## src/rtl/sr_chain_pkg.sv

```systemverilog
// Shared definitions for the shift-register chain loader: register map,
// CTRL/STATUS bit positions, FSM encoding and the chain word-count helper.
package sr_chain_pkg;

    // Register indices are the byte offsets divided by four.
    // The offsets are CTRL 0x0, STATUS 0x4, TXDATA 0x8, RXDATA 0xC and CRC 0x10.
    localparam logic [2:0] REG_CTRL   = 3'd0;
    localparam logic [2:0] REG_STATUS = 3'd1;
    localparam logic [2:0] REG_TXDATA = 3'd2;
    localparam logic [2:0] REG_RXDATA = 3'd3;
    localparam logic [2:0] REG_CRC    = 3'd4;

    // CTRL bit positions
    localparam int CTRL_START    = 0;
    localparam int CTRL_ABORT    = 1;
    localparam int CTRL_IRQ_EN   = 2;
    localparam int CTRL_LOOPBACK = 3;

    // STATUS bit positions
    localparam int STAT_BUSY       = 0;
    localparam int STAT_DONE       = 1;
    localparam int STAT_TX_OVF     = 2;
    localparam int STAT_RX_OVF     = 3;
    localparam int STAT_START_ERR  = 4;
    localparam int STAT_TX_LVL_LSB = 8;
    localparam int STAT_RX_LVL_LSB = 16;

    typedef enum logic [2:0] {
        S_IDLE   = 3'd0,
        S_LOAD   = 3'd1,
        S_SHIFT  = 3'd2,
        S_UPDATE = 3'd3,
        S_DONE   = 3'd4
    } sr_state_t;

    // Number of 32-bit words needed to hold a chain of chain_len bits.
    function automatic int nw(input int chain_len);
        return (chain_len + 31) / 32;
    endfunction

endpackage

```

## src/rtl/sr_word_fifo.sv

```systemverilog
// Synchronous word FIFO with first-word fall-through read data, a
// synchronous flush and a level output one bit wider than the pointers.
// A push into a full FIFO is accepted only when a pop happens in the same cycle.
module sr_word_fifo #(
    parameter int WIDTH = 32,
    parameter int DEPTH = 8
) (
    input  logic                       clk,
    input  logic                       reset,
    input  logic                       flush,
    input  logic                       push,
    input  logic [WIDTH-1:0]           wdata,
    input  logic                       pop,
    output logic [WIDTH-1:0]           rdata,
    output logic                       full,
    output logic                       empty,
    output logic [$clog2(DEPTH):0]     level
);

    localparam int AW = $clog2(DEPTH);
    localparam logic [AW-1:0] PTR_ONE = AW'(1);
    localparam logic [AW:0]   LVL_ONE = (AW + 1)'(1);
    localparam logic [AW:0]   LVL_MAX = (AW + 1)'(DEPTH);

    logic [WIDTH-1:0] mem [DEPTH];
    logic [AW-1:0]    wr_ptr;
    logic [AW-1:0]    rd_ptr;
    logic             do_push;
    logic             do_pop;

    assign full    = (level == LVL_MAX);
    assign empty   = (level == '0);
    assign do_pop  = pop && !empty;
    assign do_push = push && (!full || do_pop);
    assign rdata   = mem[rd_ptr];

    // Storage array: written on an accepted push, never reset.
    always_ff @(posedge clk) begin
        if (do_push && !flush) begin
            mem[wr_ptr] <= wdata;
        end
    end

    // Pointer and occupancy bookkeeping; pointers wrap modulo DEPTH.
    always_ff @(posedge clk or posedge reset) begin
        if (reset) begin
            wr_ptr <= '0;
            rd_ptr <= '0;
            level  <= '0;
        end else if (flush) begin
            wr_ptr <= '0;
            rd_ptr <= '0;
            level  <= '0;
        end else begin
            if (do_push) begin
                wr_ptr <= wr_ptr + PTR_ONE;
            end
            if (do_pop) begin
                rd_ptr <= rd_ptr + PTR_ONE;
            end
            case ({do_push, do_pop})
                2'b10:   level <= level + LVL_ONE;
                2'b01:   level <= level - LVL_ONE;
                default: level <= level;
            endcase
        end
    end

endmodule

```

## src/rtl/sr_chain_loader.sv

```systemverilog
// Wishbone front end for the configuration shift-register chain.
// Words written to TXDATA are shifted LSB-first onto sr_sin; bits returning on
// sr_sout (or sr_sin in loopback) are packed into words for RXDATA readback,
// then sr_update latches the chain.
// Optional build macro SR_CHAIN_CRC_EN adds a CRC-16-CCITT over sr_sout readable
// at offset 0x10; without it that offset reads 0.
module sr_chain_loader
    import sr_chain_pkg::*;
#(
    parameter int          CHAIN_LEN  = 164,
    parameter int          FIFO_DEPTH = 8,
    parameter logic [31:0] BASE_ADDR  = 32'h3000_0000
) (
    input  logic        clk,
    input  logic        reset,
    input  logic [31:0] wb_addr,
    input  logic        valid,
    input  logic        wen,
    input  logic [31:0] wdata,
    output logic [31:0] rdata,
    output logic        ready,
    output logic        sr_sin,
    output logic        sr_shift_en,
    input  logic        sr_sout,
    output logic        sr_update,
    output logic        irq
);

    localparam int NW  = nw(CHAIN_LEN);
    localparam int LW  = $clog2(FIFO_DEPTH) + 1;
    localparam int BCW = $clog2(CHAIN_LEN + 1);
    localparam logic [LW-1:0]  NW_L     = LW'(NW);
    localparam logic [BCW-1:0] LAST_BIT = BCW'(CHAIN_LEN - 1);
    localparam logic [BCW-1:0] BC_ONE   = BCW'(1);

    // Bus decode and command capture
    logic        addr_hit;
    logic [2:0]  idx;
    logic        accept;
    logic [31:0] rd_val;
    logic        cmd_wr;
    logic [2:0]  cmd_idx;
    logic [31:0] cmd_data;
    logic        ctrl_wr;
    logic        stat_wr;
    logic        start_req;
    logic        abort_req;
    logic        tx_push;
    logic        rx_pop;

    // Control / status state
    sr_state_t   state;
    sr_state_t   state_n;
    logic        busy;
    logic        done;
    logic        tx_ovf;
    logic        rx_ovf;
    logic        start_err;
    logic        irq_en;
    logic        loopback;
    logic        start_ok;
    logic        start_bad;
    logic        flush;
    logic        tx_pop;
    logic        rx_push;
    logic        shift_en;
    logic        update;

    // Shift datapath
    logic [31:0]    txsr;
    logic [31:0]    rxsr;
    logic [31:0]    rx_word;
    logic [BCW-1:0] bit_cnt;
    logic [4:0]     word_pos;
    logic           word_end;
    logic           last_bit;
    logic           sample;

    // FIFO interfaces
    logic [31:0]   tx_rdata;
    logic          tx_full;
    logic          tx_empty;
    logic [LW-1:0] tx_level;
    logic [31:0]   rx_rdata;
    logic          rx_full;
    logic          rx_empty;
    logic [LW-1:0] rx_level;
    logic [15:0]   crc_val;

    // The 16-byte window holds CTRL..RXDATA; the CRC word at +0x10 is decoded
    // as a single extra address so it is reachable in both builds.
    assign addr_hit = (wb_addr[31:4] == BASE_ADDR[31:4]) || (wb_addr == BASE_ADDR + 32'h10);
    assign idx      = (wb_addr == BASE_ADDR + 32'h10) ? REG_CRC : {1'b0, wb_addr[3:2]};
    assign accept   = valid && addr_hit && !ready;
    assign rx_pop   = accept && !wen && (idx == REG_RXDATA);

    // Writes take effect in the ack cycle, from the captured command.
    assign ctrl_wr   = cmd_wr && (cmd_idx == REG_CTRL);
    assign stat_wr   = cmd_wr && (cmd_idx == REG_STATUS);
    assign tx_push   = cmd_wr && (cmd_idx == REG_TXDATA);
    assign start_req = ctrl_wr && cmd_data[CTRL_START];
    assign abort_req = ctrl_wr && cmd_data[CTRL_ABORT];

    assign busy = (state == S_LOAD) || (state == S_SHIFT) || (state == S_UPDATE);

    // Read data mux, evaluated in the accept cycle and registered for the ack.
    always_comb begin
        rd_val = '0;
        case (idx)
            REG_STATUS: rd_val = {12'd0, 4'(rx_level), 4'd0, 4'(tx_level), 3'd0,
                                  start_err, rx_ovf, tx_ovf, done, busy};
            REG_RXDATA: rd_val = rx_empty ? 32'd0 : rx_rdata;
            REG_CRC:    rd_val = {16'd0, crc_val};
            default:    rd_val = '0;
        endcase
    end

    // Bus handshake: one-cycle ack, read data only while acked, write capture.
    always_ff @(posedge clk or posedge reset) begin
        if (reset) begin
            ready    <= 1'b0;
            rdata    <= '0;
            cmd_wr   <= 1'b0;
            cmd_idx  <= REG_CTRL;
            cmd_data <= '0;
        end else begin
            ready    <= accept;
            rdata    <= (accept && !wen) ? rd_val : 32'd0;
            cmd_wr   <= accept && wen;
            cmd_idx  <= idx;
            cmd_data <= wdata;
        end
    end

    assign word_end = (word_pos == 5'd31);
    assign last_bit = (bit_cnt == LAST_BIT);
    assign start_bad = start_req && (busy || (tx_level < NW_L));

    // FSM next state and per-cycle strobes.
    always_comb begin
        state_n  = state;
        start_ok = 1'b0;
        flush    = 1'b0;
        tx_pop   = 1'b0;
        rx_push  = 1'b0;
        shift_en = 1'b0;
        update   = 1'b0;
        case (state)
            S_IDLE, S_DONE: begin
                state_n = S_IDLE;
                if (start_req && (tx_level >= NW_L)) begin
                    state_n  = S_LOAD;
                    start_ok = 1'b1;
                end
            end
            S_LOAD: begin
                tx_pop  = 1'b1;
                state_n = S_SHIFT;
            end
            S_SHIFT: begin
                shift_en = 1'b1;
                tx_pop   = word_end && !last_bit;
                rx_push  = word_end || last_bit;
                if (last_bit) begin
                    state_n = S_UPDATE;
                end
            end
            S_UPDATE: begin
                update  = 1'b1;
                state_n = S_DONE;
            end
            default: state_n = S_IDLE;
        endcase
        // Abort overrides whatever the busy state was about to do.
        if (abort_req && busy) begin
            state_n = S_IDLE;
            flush   = 1'b1;
        end
    end

    // FSM state register.
    always_ff @(posedge clk or posedge reset) begin
        if (reset) begin
            state <= S_IDLE;
        end else begin
            state <= state_n;
        end
    end

    assign sample  = loopback ? sr_sin : sr_sout;
    assign rx_word = rxsr | (32'(sample) << word_pos);

    // Serial datapath: TX shifter, RX assembler and bit counters. A fresh RX
    // word starts from zero so the bits beyond the chain end read back as 0.
    always_ff @(posedge clk or posedge reset) begin
        if (reset) begin
            txsr     <= '0;
            rxsr     <= '0;
            bit_cnt  <= '0;
            word_pos <= '0;
        end else if (state == S_LOAD) begin
            txsr     <= tx_empty ? 32'd0 : tx_rdata;
            rxsr     <= '0;
            bit_cnt  <= '0;
            word_pos <= '0;
        end else if (shift_en) begin
            txsr     <= tx_pop ? tx_rdata : (txsr >> 1);
            rxsr     <= rx_push ? 32'd0 : rx_word;
            bit_cnt  <= bit_cnt + BC_ONE;
            word_pos <= word_pos + 5'd1;
        end
    end

    // Sticky status flags and CTRL configuration bits; a new event wins over W1C.
    always_ff @(posedge clk or posedge reset) begin
        if (reset) begin
            done      <= 1'b0;
            tx_ovf    <= 1'b0;
            rx_ovf    <= 1'b0;
            start_err <= 1'b0;
            irq_en    <= 1'b0;
            loopback  <= 1'b0;
        end else begin
            if (ctrl_wr) begin
                irq_en   <= cmd_data[CTRL_IRQ_EN];
                loopback <= cmd_data[CTRL_LOOPBACK];
            end
            if (stat_wr && cmd_data[STAT_DONE])      done      <= 1'b0;
            if (stat_wr && cmd_data[STAT_TX_OVF])    tx_ovf    <= 1'b0;
            if (stat_wr && cmd_data[STAT_RX_OVF])    rx_ovf    <= 1'b0;
            if (stat_wr && cmd_data[STAT_START_ERR]) start_err <= 1'b0;
            if (start_ok)                                  done      <= 1'b0;
            if ((state == S_UPDATE) && (state_n == S_DONE)) done      <= 1'b1;
            if (tx_push && tx_full && !tx_pop)             tx_ovf    <= 1'b1;
            if (rx_push && rx_full && !rx_pop && !flush)   rx_ovf    <= 1'b1;
            if (start_bad)                                 start_err <= 1'b1;
        end
    end

`ifdef SR_CHAIN_CRC_EN
    logic [15:0] crc;

    function automatic logic [15:0] crc16_step(input logic [15:0] c, input logic b);
        logic fb;
        fb = c[15] ^ b;
        return {c[14:0], 1'b0} ^ (fb ? 16'h1021 : 16'h0000);
    endfunction

    // CRC-16-CCITT over the returning chain bits, restarted at every load.
    always_ff @(posedge clk or posedge reset) begin
        if (reset) begin
            crc <= '0;
        end else if (state == S_LOAD) begin
            crc <= 16'hFFFF;
        end else if (shift_en) begin
            crc <= crc16_step(crc, sr_sout);
        end
    end

    assign crc_val = crc;
`else
    assign crc_val = 16'h0000;
`endif

    assign sr_shift_en = shift_en;
    assign sr_sin      = shift_en & txsr[0];
    assign sr_update   = update;
    assign irq         = done & irq_en;

    sr_word_fifo #(
        .WIDTH (32),
        .DEPTH (FIFO_DEPTH)
    ) u_tx_fifo (
        .clk   (clk),
        .reset (reset),
        .flush (flush),
        .push  (tx_push),
        .wdata (cmd_data),
        .pop   (tx_pop),
        .rdata (tx_rdata),
        .full  (tx_full),
        .empty (tx_empty),
        .level (tx_level)
    );

    sr_word_fifo #(
        .WIDTH (32),
        .DEPTH (FIFO_DEPTH)
    ) u_rx_fifo (
        .clk   (clk),
        .reset (reset),
        .flush (flush),
        .push  (rx_push),
        .wdata (rx_word),
        .pop   (rx_pop),
        .rdata (rx_rdata),
        .full  (rx_full),
        .empty (rx_empty),
        .level (rx_level)
    );

endmodule
```

## config.mk

```make
export PLATFORM = sky130hd
export DESIGN_NAME = sr_chain_loader
export DESIGN_NICKNAME = d
export VERILOG_FILES = /design/src/rtl/sr_chain_pkg.sv /design/src/rtl/sr_word_fifo.sv /design/src/rtl/sr_chain_loader.sv
export SDC_FILE = /design/constraint.sdc
export NUM_CORES = 1
export LEC_CHECK = 0
export BUFFER_PORTS_ARGS = -buffer_cell sky130_fd_sc_hd__clkbuf_2
export CORE_MARGIN = 10
export CORE_UTILIZATION = 55
export CTS_CLUSTER_SIZE = 30
export DETAILED_ROUTE_END_ITERATION = 8
export HOLD_SLACK_MARGIN = 0.06
export PLACE_DENSITY = 0.81
export SLEW_MARGIN = 20
export SYNTH_ARGS = -nofsm -noshare
export SYNTH_HDL_FRONTEND = slang
export SYNTH_HIERARCHICAL = 1
export SYNTH_SLANG_ARGS = --single-unit
```

## constraint.sdc

```tcl
create_clock -name clk -period 7.24 [get_ports clk]
set_clock_uncertainty 0.05 [all_clocks]
set_input_delay 1.086 -clock clk [delete_from_list [all_inputs] [get_ports clk]]
set_output_delay 1.086 -clock clk [all_outputs]
set_load 0.05 [all_outputs]
```

==> impl_metrics.ini, run 1 <==
[worst_setup_path]
startpoint = wb_addr[2]
crit_end = u_rx_fifo/mem[4][20]$_DFFE_PP_
rr_endpoint = u_tx_fifo/mem[1][18]$_DFFE_PP_
rr_worst_depth = 10
worstReg2RegStart = word_pos[0]$_DFFE_PP0P_
critPathKind = in2reg
cp-start-kind = input pin
r2r_setup_slack_ns = 3.16
critPathRequiredTime_ns = 7.44
cp_data_arrival_time_ns = 4.96
endpoint_kind = flop
critical_path_peak_fanout = 33

[cts]
holdBufCountCts = 0
cts_buffers = 69
cts.path.max_buffers = 3
clk_pin_slew_worst_paths_ns = 0.07
cts_resized = 0
cts.sinks = 687
clk-insertion-delay-late_ns = 0.61
h-tree-depth = 3
cts_setup_buffers = 0
cts_tree = yes
clockRootBuffer = clkbuf_16

[grt]
grtUsageTotal_pct = 20.58
grt_start_max_net_pins = 67
grt.overflow.total = 0
grt_pass1_wl_um = 93310
antenna_found_initial = 3
grt_pass1_vias = 15185

[pwr]
net-switching-power_mw = 1.547
peakVddDrop_mv = 0.2506
p_per_area_nw_per_um2 = 257.3
p_clk_share_pct = 46.1
seq_power_share_pct = 53.2
p_comb_share_pct = 0.7
leakagePower_nw = 10.62
swShare_pct = 19.41
p_int_mw = 6.423

[die]
core-area_um2 = 49150
die_y_um = 243.5
pin_count = 106
die_w_um = 243.5
rows = 81
start_util_pct = 55.87
die_area_um2 = 59270

[sta]
rsz0062_at_grt = no
relSlewSlack_pct = 23.12
worstMarginPinSlew_ns = 1.153
period_minus_slack_ns = 4.762
finalCritPeriodShare_pct = 65.77
worst_slack_ns = 2.478
hold_viol = 0
fmax_mhz = 210.0
drv_slew = 0
setup_violations = 0
timing.hold.ws_ns = 0.4503
timing.setup.tns_ns = 0

[finish]
fillCellCount = 3164
drive_gt1_share_pct = 26.58
syn2layout_area_growth_pct = 12.80
num_antenna_cells = 0
fin_nets = 1651

[run]
cap_viol_max_count = 0

[logic_synthesis]
synth_edf_count = 512
synth.avg_cell_area_um2 = 18.99
synth_seq_cells = 687
synth_nets = 1528
synth_common_cells = 512 x edfxtp_1, 175 x dfrtp_1, 76 x nor2_1
synthesis.area_um2 = 27460
yosysMostFrequentCell = edfxtp_1
synthFlopType = edfxtp_1
synth_top_cell_area_share_pct = 55.98
postSynthCellCount = 1446
ys_types = 67
yosys_warnings = 6
ys_seq_area_share_pct = 71.93
synth_top_cells_by_area = edfxtp_1 56%, dfrtp_1 16%, mux4_2 5.9%
synthArstFlopShare_pct = 25.47
synth_top_area_cell = edfxtp_1

[hold_path]
hold_class = reg2reg

[routing]
drt_wl_total_um = 61000
avgRoutedWirePerCell_um = 26.65
drc = 0
drt_iter0_markers = 1477
drt-pass1-iter-count = 5
vias_per_cell = 6.354
drtAntennaViolNets = 0
num_vias = 14544

[place]
pre_cts_slack_ns = 1.939
dp_hpwl_um = 33770
gp_congestion = 0.7875
io_buffers = 105

[outcome]
run_status = finished clean
-- through the flow --
stage | util (%) | instance area, um^2 | power, mW | std cells
floorplan | - | 27460 | 4.336 | 1446
global route | 63.02 | 30980 | 8.183 | 2289
finish | 63.02 | 30980 | 7.970 | 2289
detailed placement | 58.11 | 28560 | 4.378 | 2159
CTS | 62.89 | 30910 | 8.024 | 2286
global placement | 58.11 | 28560 | 4.374 | 2159
-- worst max-delay path: stages --
cell	delay (ns)
clkbuf_2	0.17
nor4_2	0.85
o21ai_1	0.27
nor4_4	0.20
buf_4	0.36
and3_1	0.39
nand2b_1	0.25
o21ai_4	0.12
nor3_2	0.69
buf_4	0.50
-- state kept, by name, summed over array words and instances (netlist names), 4 cells and up --
name / flops
u_rx_fifo/mem: 256
u_tx_fifo/mem: 256
cmd_data: 32
rdata: 32
rxsr: 32
txsr: 32
bit_cnt: 8
word_pos: 5
u_rx_fifo/level: 4
u_tx_fifo/level: 4
-- how the worst min path moves through the flow --
| stage | startpoint | to | slack (ns) | cells past startpoint |
|---|---|---|---|---|
| floorplan | start_err$_DFFE_PP0P_ | start_err$_DFFE_PP0P_ | 0.39 | 2 |
| finish | txsr[3]$_DFFE_PP0P_ | txsr[2]$_DFFE_PP0P_ | 0.45 | 1 |
| global placement | bit_cnt[7]$_DFFE_PP0P_ | bit_cnt[7]$_DFFE_PP0P_ | 0.42 | 1 |
| global route | rxsr[31]$_DFFE_PP0P_ | rxsr[31]$_DFFE_PP0P_ | 0.46 | 2 |
| detailed placement | rxsr[5]$_DFFE_PP0P_ | rxsr[5]$_DFFE_PP0P_ | 0.44 | 2 |
| CTS | txsr[3]$_DFFE_PP0P_ | txsr[2]$_DFFE_PP0P_ | 0.45 | 1 |
-- layer usage --
layer  vias to the layer above  wire [um]  global-route usage, %  part of all wire [%]
li1                       6126          -                      -                     -
met1                      7515      23640                  27.11                    39
met2                       778      29880                  32.87                    49
met3                       118       5631                  5.088                   9.2
met4                         7       1731                  7.627                   2.8
met5                         -        111                      0                  0.18
-- power by group through the flow --
stage	registers (mW)	logic, mW	clock network, mW
6_report	4.24	0.0537	3.67
5_1_grt	4.24	0.0595	3.88
4_1_cts	4.24	0.0555	3.73
3_5_place_dp	4.32	0.0546	0
3_3_place_gp	4.32	0.0535	0
2_1_floorplan	4.32	0.0202	0
-- placed cells by master (no fill, tap or decap), types with 7 or more instances in the layout --
master / netlist / final
nor4_1: 10 / 7
o21ai_0: 17 / 17
mux4_2: 72 / 72
nor2b_1: 20 / 20
nand2_1: 23 / 23
xor2_1: 11 / 11
o211ai_1: 11 / 11
a21o_1: 34 / 34
dfrtp_1: 175 / 171
nand4_1: 7 / 7
a31oi_1: 35 / 35
nor2_1: 76 / 69
inv_1: 11 / 10
mux4_1: 56 / 56
clkbuf_1: 24 / 11
clkbuf_2: 0 / 105
a221o_1: 31 / 31
edfxtp_1: 512 / 512
and2_1: 7 / 7
clkinv_2: 1 / 12
clkbuf_16: 0 / 71
a21oi_1: 7 / 7
a22oi_1: 11 / 11
bufinv_16: 0 / 9
buf_4: 4 / 32
ha_1: 11 / 11
clkinv_1: 0 / 10
mux2_2: 66 / 66
and3_1: 55 / 55
-- area by class of cell --
class                           count  area (um^2)  share of cell area [%]
Timing Repair Buffer              140        833.3                   2.690
Clock buffer                       87         1887                   6.091
Multi-Input combinational cell    659         7151                   23.08
Clock inverter                     40        459.2                   1.482
Sequential cell                   687        19770                   63.81
Inverter                           12        51.30                  0.1656
Tap cell                          664        830.8                   2.682
-- cell families after synthesis --
family | Yosys count | synth area share, %
DFF | 687 | 71.93
and+or+nand+nor | 252 | 5.230
muxes | 198 | 14.11
AOI/OAI and AO/OA | 179 | 5.084
buffers and inverters | 100 | 2.456
xor gates and xnor gates | 17 | 0.5421
adders and majority gates | 13 | 0.6469
Power figures use the tool's default switching activity.
==> run 2, diff against run 1 <==
Settings changed: ABC_AREA set to 1, PLACE_DENSITY 0.81 to 0.84.
Clock period 7.24 ns to 4.05 ns, I/O delays scaled along.
==> run 2 against run 1 <==
First-iteration DRC count grew 60%. Sequential share of layout area shrank 2.9 points. Register-to-register slack lost 2.7 ns. Global-route usage grew 0.97 points. Cell count grew 46%. Largest power group unchanged. Non-clock buffer count grew 38. Sequential power grew 79%. Synthesized cell count grew 72%. Sequential cell count is the same. Largest cell class unchanged.
==> impl_metrics.ini, run 2 <==
[outcome]
run_status = finished clean

[place]
io_buffers = 105
place_area_um2 = 29810
gp_congestion = 0.8393
dp_hpwl_um = 39560

[logic_synthesis]
synth.avg_cell_area_um2 = 11.57
synth_top_cells_by_area = edfxtp_1 54%, dfrtp_1 15%, nor2_1 5.1%
yosysMostFrequentCell = edfxtp_1
yosys.area_share.simple_pct = 13.49
ys_types = 46
synth_seq_cells = 687
synth_top_family_by_area = simple AND/OR/NAND/NOR gates
yosys_warnings = 6
synth-xor-area-share_pct = 0.09146
synth_compound_area_share_pct = 9.394
synth_nets = 2565
synth_edf_count = 512
synth_common_cells = 512 x edfxtp_1, 388 x nor2_1, 374 x nand2_1
synthFlopType = edfxtp_1
postSynthCellCount = 2483
synthArstFlopShare_pct = 25.47
muxShareOfSynthArea_pct = 2.230
ys_seq_area_share_pct = 68.76
synth_adder_area_share_pct = 0.6184
synth_top_cell_area_share_pct = 53.51
synthesis.area_um2 = 28730
synth_top_area_cell = edfxtp_1

[routing]
avgRoutedWirePerCell_um = 20.58
drtAntennaViolNets = 0
drc = 0
num_vias = 20074
dr_wl_met2_um = 33640
drt-pass1-iter-count = 5
highest_layer = met5
vias_per_cell = 6.012
wl_met3_um = 6963
drt_wl_total_um = 68710
wl_met1_um = 26290
drt_iter0_markers = 2365

[worst_setup_path]
cp_slowest_cell = nor2_4
cp_common_cell = nand2_1
critPathRequiredTime_ns = 4.32
critPathMaxStageDelay_ns = 0.66
crit_chain = ha_1, inv_1, nor2_1, ha_1, inv_1, nor2_4, nand2_1, nand2_1, nand2_1, nand2_1, nand3_2, nor2_4, buf_4
critPathKind = reg2reg
endpoint_kind = flop
cp_data_arrival_time_ns = 3.86
cp-start-kind = flop
critical_path_peak_fanout = 17

[pwr]
p_per_area_nw_per_um2 = 436.0
leakagePower_nw = 12.71
peakVddDrop_mv = 0.3574
totalPowerFinal_mw = 14.14

[die]
core-area_um2 = 51510
pin_count = 106
start_util_pct = 55.78
die_area_um2 = 61780
die_w_um = 248.6
rows = 83
die_y_um = 248.6

[sta]
relSlewSlack_pct = 24.76
worstMarginPinSlew_ns = 1.129
setup_violations = 0
hold_viol = 0
timing.hold.ws_ns = 0.08272
period_minus_slack_ns = 3.595
timing.setup.tns_ns = 0
finalCritPeriodShare_pct = 88.77
rsz0062_at_grt = no
drv_slew = 0
fmax_mhz = 278.1

[finish]
final_cell_mix = 512 x edfxtp_1, 374 x nand2_1, 371 x nor2_1, 208 x inv_1, 194 x o21ai_0
syn2layout_area_growth_pct = 12.92
fin_nets = 2682
final_common_cell = edfxtp_1
reg_top3 = u_rx_fifo/mem (256), u_tx_fifo/mem (256)
postLayoutCoreUtil_pct = 62.98
drive_gt1_share_pct = 11.93
design_area_um2 = 32440

[grt]
grt_start_max_net_pins = 131
grtUsageTotal_pct = 21.55
antenna_found_initial = 2
grt_pass1_vias = 20349
grt.overflow.total = 0
grt_pass1_wl_um = 108500

[cts]
cts_setup_buffers = 0
cts.path.max_buffers = 3
clk_pin_slew_worst_paths_ns = 0.06
clk-insertion-delay-late_ns = 0.62
cts.sinks = 687
clockRootBuffer = clkbuf_16
cts_buffers = 70
h-tree-depth = 3
cts_tree = yes

[hold_path]
hold_class = in2reg

[run]
cap_viol_max_count = 0
run 2: cell types whose count changed in the layout (fill, tap and decap cells not counted), sizes merged, moves of 34 or more:
cell / change
mux2: -66
a21oi: +35
inv: +201
nand2: +355
o32ai: +64
o22ai: +57
mux4: -128
a31oi: -35
a21o: -34
mux2i: +60
nor2: +316
o21ai: +188
nand3: +124
and3: -55
run 2: what timing repair did:
action	in CTS	in global routing
endpoints found under the hold margin	51	0
resized for setup	0	0
setup endpoints to repair	0	0
hold buffers	32	0
run 2: final cells by class:
cell class                      count  area, um^2
Fill cell                        3583       19070
Tap cell                          680       850.8
Sequential cell                   687       19770
Multi-Input combinational cell   1443        7487
Clock buffer                       94        1903
Timing Repair Buffer              178        1191
Clock inverter                     36       402.9
Antenna cell                        1       2.502
Inverter                          220       834.6
run 2: per-layer routing:
metal,track usage [%],vias up
li1,-,8896
met1,27.92,9781
met2,35.10,1222
met3,4.510,173
met4,8.440,2
met5,0,-
run 2: critical path: cells and delay by family, from the launching register on:
| kind | cells | cell delay, ns |
|---|---|---|
| and+or+nand+nor | 8 | 1.85 |
| DFF | 1 | 0.50 |
| adders and majority gates | 2 | 0.44 |
| buffers and inverters | 3 | 0.44 |
run 2: cells by family (layout without fill, tap and decap cells):
group                      after synthesis  in the layout
AOI/OAI and AO/OA                      431            431
xor gates and xnor gates                 3              3
adders and majority gates               13             13
buffers and inverters                  353            528
DFF                                    687            687
muxes                                   64             64
other                                    0              1
and+or+nand+nor                        932            932
run 2: path summary, 6_finish.rpt:
kind	slack, ns	to	startpoint	cells past startpoint
worst max register to register	0.45	u_tx_fifo/mem[2][16]$_DFFE_PP_	word_pos[1]$_DFFE_PP0P_	13
worst min-delay path	0.08	cmd_data[3]$_DFF_PP0_	wdata[3]	1
worst max-delay path	0.45	u_tx_fifo/mem[2][16]$_DFFE_PP_	word_pos[1]$_DFFE_PP0P_	13
max in group asynchronous	2.21	rdata[14]$_DFF_PP0_	reset	4
worst min register to register	0.45	irq_en$_DFFE_PP0N_	irq_en$_DFFE_PP0N_	2
min in group asynchronous	0.53	u_rx_fifo/wr_ptr[2]$_DFFE_PP0P_	reset	3
run 2: where the power goes:
group / total, mW / internal [mW] / switching (mW)
Sequential: 7.59 / 7.55 / 0.0373
Combinational: 0.125 / 0.0535 / 0.0717
Clock: 6.43 / 3.73 / 2.70
Total: 14.1 / 11.3 / 2.81
run 2: through the flow:
step	instances	setup slack, ns
after global placement	3176	0.7071
after CTS	3338	0.5037
after detailed placement	3176	0.5662
final	3339	0.4548
after global routing	3339	0.2901
after floorplan	2483	0.3782
